**src/rtl/lc3b_mem_responder.sv**
```systemverilog
// Word-addressed 16-bit memory slave answering LC-3b style read/write
// requests after a fixed LATENCY, with byte-masked writes and abort support.
module lc3b_mem_responder #(
  parameter int unsigned ADDR_WIDTH = 8,
  parameter int unsigned LATENCY    = 3
) (
  input  logic        clk,
  input  logic        reset,
  input  logic [15:0] mem_address,
  input  logic        mem_read,
  input  logic        mem_write,
  input  logic [1:0]  mem_byte_enable,
  input  logic [15:0] mem_wdata,
  output logic [15:0] mem_rdata,
  output logic        mem_resp,
  output logic        protocol_err
);

  localparam logic [1:0] IDLE = 2'd0;
  localparam logic [1:0] BUSY = 2'd1;
  localparam logic [1:0] RESP = 2'd2;

  localparam logic [3:0] LAT_M1 = 4'(LATENCY - 1);

  logic [15:0] storage [0:(1 << ADDR_WIDTH) - 1];

  logic [1:0]            state;
  logic [1:0]            state_next;
  logic [3:0]            count;
  logic [3:0]            count_next;
  logic                  accept;
  logic                  enter_resp;
  logic                  req;

  logic [ADDR_WIDTH-1:0] in_addr;
  logic [ADDR_WIDTH-1:0] lat_addr;
  logic                  lat_write;
  logic [1:0]            lat_be;
  logic [15:0]           lat_wdata;

  logic [ADDR_WIDTH-1:0] eff_addr;
  logic                  eff_write;
  logic [1:0]            eff_be;
  logic [15:0]           eff_wdata;

  assign req     = mem_read | mem_write;
  assign in_addr = mem_address[ADDR_WIDTH:1];

  // Address bits outside the word index are intentionally ignored.
  logic unused_lsb;
  assign unused_lsb = mem_address[0];
  if (ADDR_WIDTH < 15) begin : g_unused_hi
    logic unused_hi;
    assign unused_hi = ^mem_address[15:ADDR_WIDTH+1];
  end

  // With LATENCY=1 the RESP entry edge is also the accept edge, so the
  // live inputs must be used instead of the not-yet-loaded latches.
  always_comb begin
    if (state == IDLE) begin
      eff_addr  = in_addr;
      eff_write = mem_write;
      eff_be    = mem_byte_enable;
      eff_wdata = mem_wdata;
    end else begin
      eff_addr  = lat_addr;
      eff_write = lat_write;
      eff_be    = lat_be;
      eff_wdata = lat_wdata;
    end
  end

  always_comb begin
    state_next = state;
    count_next = count;
    accept     = 1'b0;
    enter_resp = 1'b0;
    case (state)
      IDLE: begin
        if (req) begin
          accept = 1'b1;
          if (LATENCY == 1) begin
            state_next = RESP;
            enter_resp = 1'b1;
          end else begin
            state_next = BUSY;
            count_next = LAT_M1;
          end
        end
      end
      BUSY: begin
        if (!req) begin
          state_next = IDLE;
          count_next = '0;
        end else if (count == 4'd1) begin
          state_next = RESP;
          enter_resp = 1'b1;
          count_next = '0;
        end else begin
          count_next = count - 4'd1;
        end
      end
      RESP: begin
        state_next = IDLE;
      end
      default: begin
        state_next = IDLE;
        count_next = '0;
      end
    endcase
  end

  // Storage lives in the reset block but is never touched by reset, so a
  // reset at any point cancels the pending write and keeps old contents.
  always_ff @(posedge clk or posedge reset) begin
    if (reset) begin
      state        <= IDLE;
      count        <= '0;
      mem_resp     <= 1'b0;
      mem_rdata    <= '0;
      protocol_err <= 1'b0;
      lat_addr     <= '0;
      lat_write    <= 1'b0;
      lat_be       <= '0;
      lat_wdata    <= '0;
    end else begin
      state    <= state_next;
      count    <= count_next;
      mem_resp <= enter_resp;

      if (accept) begin
        lat_addr  <= in_addr;
        lat_write <= mem_write;
        lat_be    <= mem_byte_enable;
        lat_wdata <= mem_wdata;
      end

      if ((state == IDLE) && mem_read && mem_write) begin
        protocol_err <= 1'b1;
      end

      if (enter_resp) begin
        if (eff_write) begin
          if (eff_be[0]) storage[eff_addr][7:0]  <= eff_wdata[7:0];
          if (eff_be[1]) storage[eff_addr][15:8] <= eff_wdata[15:8];
        end else begin
          mem_rdata <= storage[eff_addr];
        end
      end
    end
  end

endmodule

```
**config.mk**
```make
export PLATFORM = sky130hd
export DESIGN_NAME = lc3b_mem_responder
export DESIGN_NICKNAME = d
export VERILOG_FILES = /design/src/rtl/lc3b_mem_responder.sv
export SDC_FILE = /design/constraint.sdc
export NUM_CORES = 2
export LEC_CHECK = 0
export ABC_CLOCK_PERIOD_IN_PS = 5500
export BUFFER_PORTS_ARGS = -buffer_cell sky130_fd_sc_hd__clkbuf_2
export CAP_MARGIN = 20
export CORE_MARGIN = 2
export CORE_UTILIZATION = 50
export CTS_CLUSTER_SIZE = 14
export DETAILED_ROUTE_END_ITERATION = 10
export HOLD_SLACK_MARGIN = 0.08
export PLACE_DENSITY = 0.68
export SLEW_MARGIN = 25
export SYNTH_ARGS = -nofsm -noshare
export SYNTH_HDL_FRONTEND = slang
export SYNTH_SLANG_ARGS = --single-unit
```
**constraint.sdc**
```tcl
create_clock -name clk -period 5.5 [get_ports clk]
set_clock_uncertainty 0.05 [all_clocks]
set_input_delay 1.1 -clock clk [delete_from_list [all_inputs] [get_ports clk]]
set_output_delay 1.1 -clock clk [all_outputs]
set_load 0.03 [all_outputs]
```
* Yosys cells after proc, flatten, opt, wreduce, memory -nomap -nowiden
Memories as Yosys holds them, arrays and structs flattened. A register that Yosys moved wholly into a read port is not among the register bits.
Cells that the tools add are included.
** Storage, ports and cells
- Register bits :: 35
- RAM bits :: 4096
- Bits of input ports :: 38
- Memories kept :: 1
** Memories
- storage :: words 256, width 16, rd ports 1, clocked after Yosys merged registers in 1, wr ports 1, RTL line 25 : logic [15:0] storage [0:(1 << ADDR_WIDTH) - 1];
** Operators by class
- $add $sub $neg :: 1
- Equality and inequality tests :: 5
- Multiplexer cells :: 25
- Bitwise gates (word level) :: 3
- Reduce and logical (&&, ||, !) cells :: 9
** Operator list (count)
- $mux 16 :: 1
- $mux 1 :: 14
- $mux 4 :: 3
- $pmux 4 s3 :: 1
- $mux 2 :: 4
- $mux 8 :: 1
- $reduce_and 2->1 :: 3
- $eq 4x1->1 const B :: 1
- $logic_and 1x1->1 :: 4
- $pmux 2 s2 :: 1
- $sub 4x1->4 const B :: 1
- $ne 3x3->1 const B :: 1
- $eq 2x1->1 const B :: 1
- $eq 2x2->1 const B :: 1
- $logic_not 2->1 :: 1
- $ne 2x2->1 const B :: 1
- $not 1->1 :: 2
- $logic_not 1->1 :: 1
- $or 1x1->1 :: 1

* Depth between registers and ports, before layout
- Word-level depth :: 7
- Gate-level depth with buffers :: 12
- Gate-level depth less buffers :: 9

* Least setup slack after synthesis
OpenSTA, ideal clock, no wires.
- Kind :: reg2reg
- Start :: register state[1]
- End :: memory storage[0][10] (data pin)
- Library setup time :: 0.823 ns
- Data arrival time :: 4.571 ns
- Required time :: 4.627 ns
- Path slack :: 0.057 ns
- Cell stages (with the launch flop) :: 8
- Buffers on the path :: 4
- Period minus slack after synthesis :: 5.443 ns
- Cell sequence :: dfrtp_1 > nor2_4 > buf_4 > buf_6 > clkbuf_1 > buf_1 > nand2_1 > nand2_1
** On the way
- Longest elaborated chain between the ends :: 2
** Ends and longest elaborated chain
- start, declared :: RTL line 27 : logic [1:0] state;
- start signal, assigned :: RTL line 127 : state <= state_next;
- $logic_not 2->1 :: RTL line 60 : if (state == IDLE) begin
- $mux 16 :: RTL line 60
- named net eff_wdata[10] :: RTL line 44 : logic [15:0] eff_wdata;
- end, declared :: RTL line 25
The timed path passes the listed nets, and every way through them passes these cells.

* Final worst setup path
- Start :: register state[0]
- End :: register mem_rdata[4], read port of storage
** On the way
- Longest elaborated chain between the ends :: 4
** Ends and longest elaborated chain
- $logic_not 2->1 :: RTL line 60
- $mux 1 :: RTL line 60
- $not 1->1 (no source line)
- $reduce_and 2->1 (no source line)
- end, declared :: RTL line 14 : output logic [15:0] mem_rdata,
Several ways; a longest one is shown, not always the timed one.
A chain may end at the register's enable or synchronous reset.

==> results.sh <==
export IMPL_rows=204
export IMPL_die_w_um=559.6
export IMPL_path_clk_slew_ps=70
export IMPL_dieHeight_um=559.6
export IMPL_rsz0062_at_grt="no"
export IMPL_slew_limit_headroom_pct=17.23
export IMPL_pwr_share_seq_pct=41.8
export IMPL_synth_top_cell_area_share_pct=79.69
export IMPL_wl_per_cell_um=29.35
export IMPL_drcViolationCount=0
export IMPL_root_buffer="clkbuf_16"
export IMPL_hpwl_mm=240.3
export IMPL_status="finished clean"
export IMPL_max_freq_mhz=199.8
export IMPL_grt_pass1_wl_mm=584.8
export IMPL_fin_setup_tns_ps=0
export IMPL_ys_async_sr_fraction_pct=1.230
export IMPL_pre_cts_ws_ps=636.0
export IMPL_vias_per_cell=6.457
export IMPL_layout_nets=9457
export IMPL_insertion_delay_ps=910
export IMPL_slew_viol_final=0
export IMPL_swShare_pct=35.29
export IMPL_postCtsSetupRepairBufs=0
export IMPL_internal_power_w=0.06410
export IMPL_synthDistinctLibCells=41
export IMPL_hold_class="input port to flip-flop"
export IMPL_cpMaxStageDelayCell="o41ai_1"
export IMPL_ys_flop_type="edfxtp_1"
export IMPL_worst_pin_slew_ps=1225
export IMPL_antenna_found_initial=7
export IMPL_synth_edf_count=4096
export IMPL_p_leak_nw=53.60
export IMPL_cp_start_kind="flip-flop"
export IMPL_dr_pass1_iters=7
export IMPL_p_comb_share_pct=31.6
export IMPL_cp_required_ps=6210
export IMPL_fin_crit_ps=5005
export IMPL_grt_max_degree=163
export IMPL_vias=89420
export IMPL_start_util_pct=50.10
export IMPL_io_pins=56
export IMPL_path_cells="nor2_4, o21ai_4, buf_16, buf_16, buf_4, buf_12, a22oi_1, a21oi_1, o41ai_1, a41oi_1, nor4_1, o21ai_1"
export IMPL_power_switching_w=0.03496
export IMPL_crit_fanout=83
export IMPL_coreArea_mm2=0.3081
export IMPL_clock_path_buffers=4
export IMPL_drt_iter0_drc=12840
export IMPL_maxCapViolations=0
export IMPL_crit_type="flip-flop to flip-flop"
export IMPL_endpoint_kind="flip-flop"
export IMPL_track_usage_pct=25.12
export IMPL_syn_area_mm2=0.1544
export IMPL_mappedNetlistNets=9071
export IMPL_cpLargestDelayFamily="compound AO/OA/AOI/OAI gates"
export IMPL_drive_gt1_share_pct=13.68
export IMPL_cpMostUsedCell="buf_16"
export IMPL_setup_viol=0
export IMPL_clkSinkCount=4147
export IMPL_grt_pass1_vias=86950
export IMPL_synth_common_cells="edfxtp_1 (4096), a22oi_1 (2048), a21oi_1 (1025), nor2_1 (523), buf_2 (461)"
export IMPL_fin_crit_sh_pct=91.00
export IMPL_critPathBufInv=4
export IMPL_ant_nets=0
export IMPL_cts_max_level=5
export IMPL_portBuffers=47
export IMPL_worst_slack_ps=495.1
export IMPL_hold_viol=0
export IMPL_cts_buffers_inserted=390
export IMPL_synth_top_area_cell="edfxtp_1"
export IMPL_ir_drop_mv=0.5579
export IMPL_netlist_instances=9031
export IMPL_dieArea_mm2=0.3132
export IMPL_power_density_mw_per_mm2=564.3
export IMPL_synth_area_per_cell_um2=17.09
export IMPL_place_gp_congestion=0.8957
export IMPL_yosys_top_cells_area="edfxtp_1 (80%), a22oi_1 (10%), a21oi_1 (3.3%)"
export IMPL_crit_arrival_ps=5720
export IMPL_synth_most_common_cell="edfxtp_1"
export IMPL_pwr_share_clk_pct=26.6
export IMPL_area_delta_synth_final_pct=13.73
export IMPL_slowest_delay_ps=1080
export IMPL_cts_tree="yes"
export IMPL_ys_warn_count=0
export IMPL_wl_mm=406.4
export IMPL_ys_seq_elements=4147
export IMPL_ys_seq_area_share_pct=80.51
export IMPL_overflow=0
-- flip-flops by register name, summed over array words and instances, names as in the netlist --
signal and cells:
count 4, state 2, lat_be 2, mem_rdata 16, storage 4096, lat_wdata 16
lat_write 1, protocol_err 1, mem_resp 1, lat_addr 8
-- layout by cell type, fill, tap and decap left out, types with 73 or more instances in the layout --
cell          n
edfxtp_1   4096
a22oi_1    2048
a21oi_1    1025
buf_4       559
nor2_1      522
clkbuf_16   396
o41ai_1     247
buf_12       97
clkinv_1     92
clkinv_2     73
-- metal layers --
layer | global-route usage, % | wire (um)
met1 | 33.94 | 153400
met2 | 40.84 | 196700
met3 | 4.680 | 40660
met4 | 9.290 | 15630
met5 | 0 | 46
-- through the flow --
stage / total power [W] / utilization (%) / hold slack, ps / area (um2) / std cells
after CTS: 0.09890 / 56.96 / 320.1 / 175500 / 13840
after floorplan: 0.06056 / - / 414.8 / 154400 / 9031
after global routing: 0.1021 / 56.98 / 370.0 / 175500 / 13840
final: 0.09906 / 56.98 / 388.6 / 175500 / 13850
after detailed placement: 0.07295 / 52.92 / 429.0 / 163000 / 13140
after global placement: 0.07205 / 52.88 / 399.6 / 162900 / 13140
-- cell type report --
type / count / area [um2]
Multi-Input combinational cell: 4162 / 27180
Antenna cell: 5 / 12.51
Clock inverter: 232 / 2260
Sequential cell: 4147 / 124300
Fill cell: 22660 / 132500
Timing Repair Buffer: 707 / 6454
Inverter: 9 / 33.78
Tap cell: 4120 / 5155
Clock buffer: 466 / 10170
-- worst paths after layout --
path | startpoint | endpoint | slack, ps | cells after the start
worst max-delay path | state[0] | mem_rdata[4] | 500 | 12
worst min-delay path | mem_read | lat_write | 390 | 2
worst max register to register | state[0] | mem_rdata[4] | 500 | 12
worst min register to register | protocol_err | protocol_err | 440 | 1
max in group asynchronous | reset | mem_rdata[0] | 3730 | 4
min in group asynchronous | reset | lat_wdata[15] | 660 | 3
-- worst reg2reg max path: cells and delay by family, from the launching register on --
family          cells  cell delay, ps
simple gates        2            1130
buf+inv             4             800
compound gates      6            2370
flops               1             520
-- cell families after synthesis --
group | count (synthesis) | synth area share, %
flip-flops | 4147 | 80.51
AO/OA/AOI/OAI | 3435 | 15.26
buffers and inverters | 722 | 2.190
AND/OR/NAND/NOR | 696 | 1.812
multiplexers | 29 | 0.2091
adder cells (fa/ha/maj) | 2 | 0.01621
-- power groups by stage --
stage	Sequential [W]	Combinational, W	Clock [W]
6_report	0.0414	0.0313	0.0263
3_5_place_dp	0.0421	0.0309	0
4_1_cts	0.0414	0.0310	0.0265
5_1_grt	0.0414	0.0329	0.0277
3_3_place_gp	0.0420	0.0300	0
2_1_floorplan	0.0441	0.0165	0
-- what timing repair did --
| item | in CTS | in global routing |
|---|---|---|
| hold endpoints to repair | 13 | 0 |
| hold buffers | 1 | 0 |
| gates resized for setup | 0 | 0 |
No activity file was read; power rests on OpenSTA's default activity.
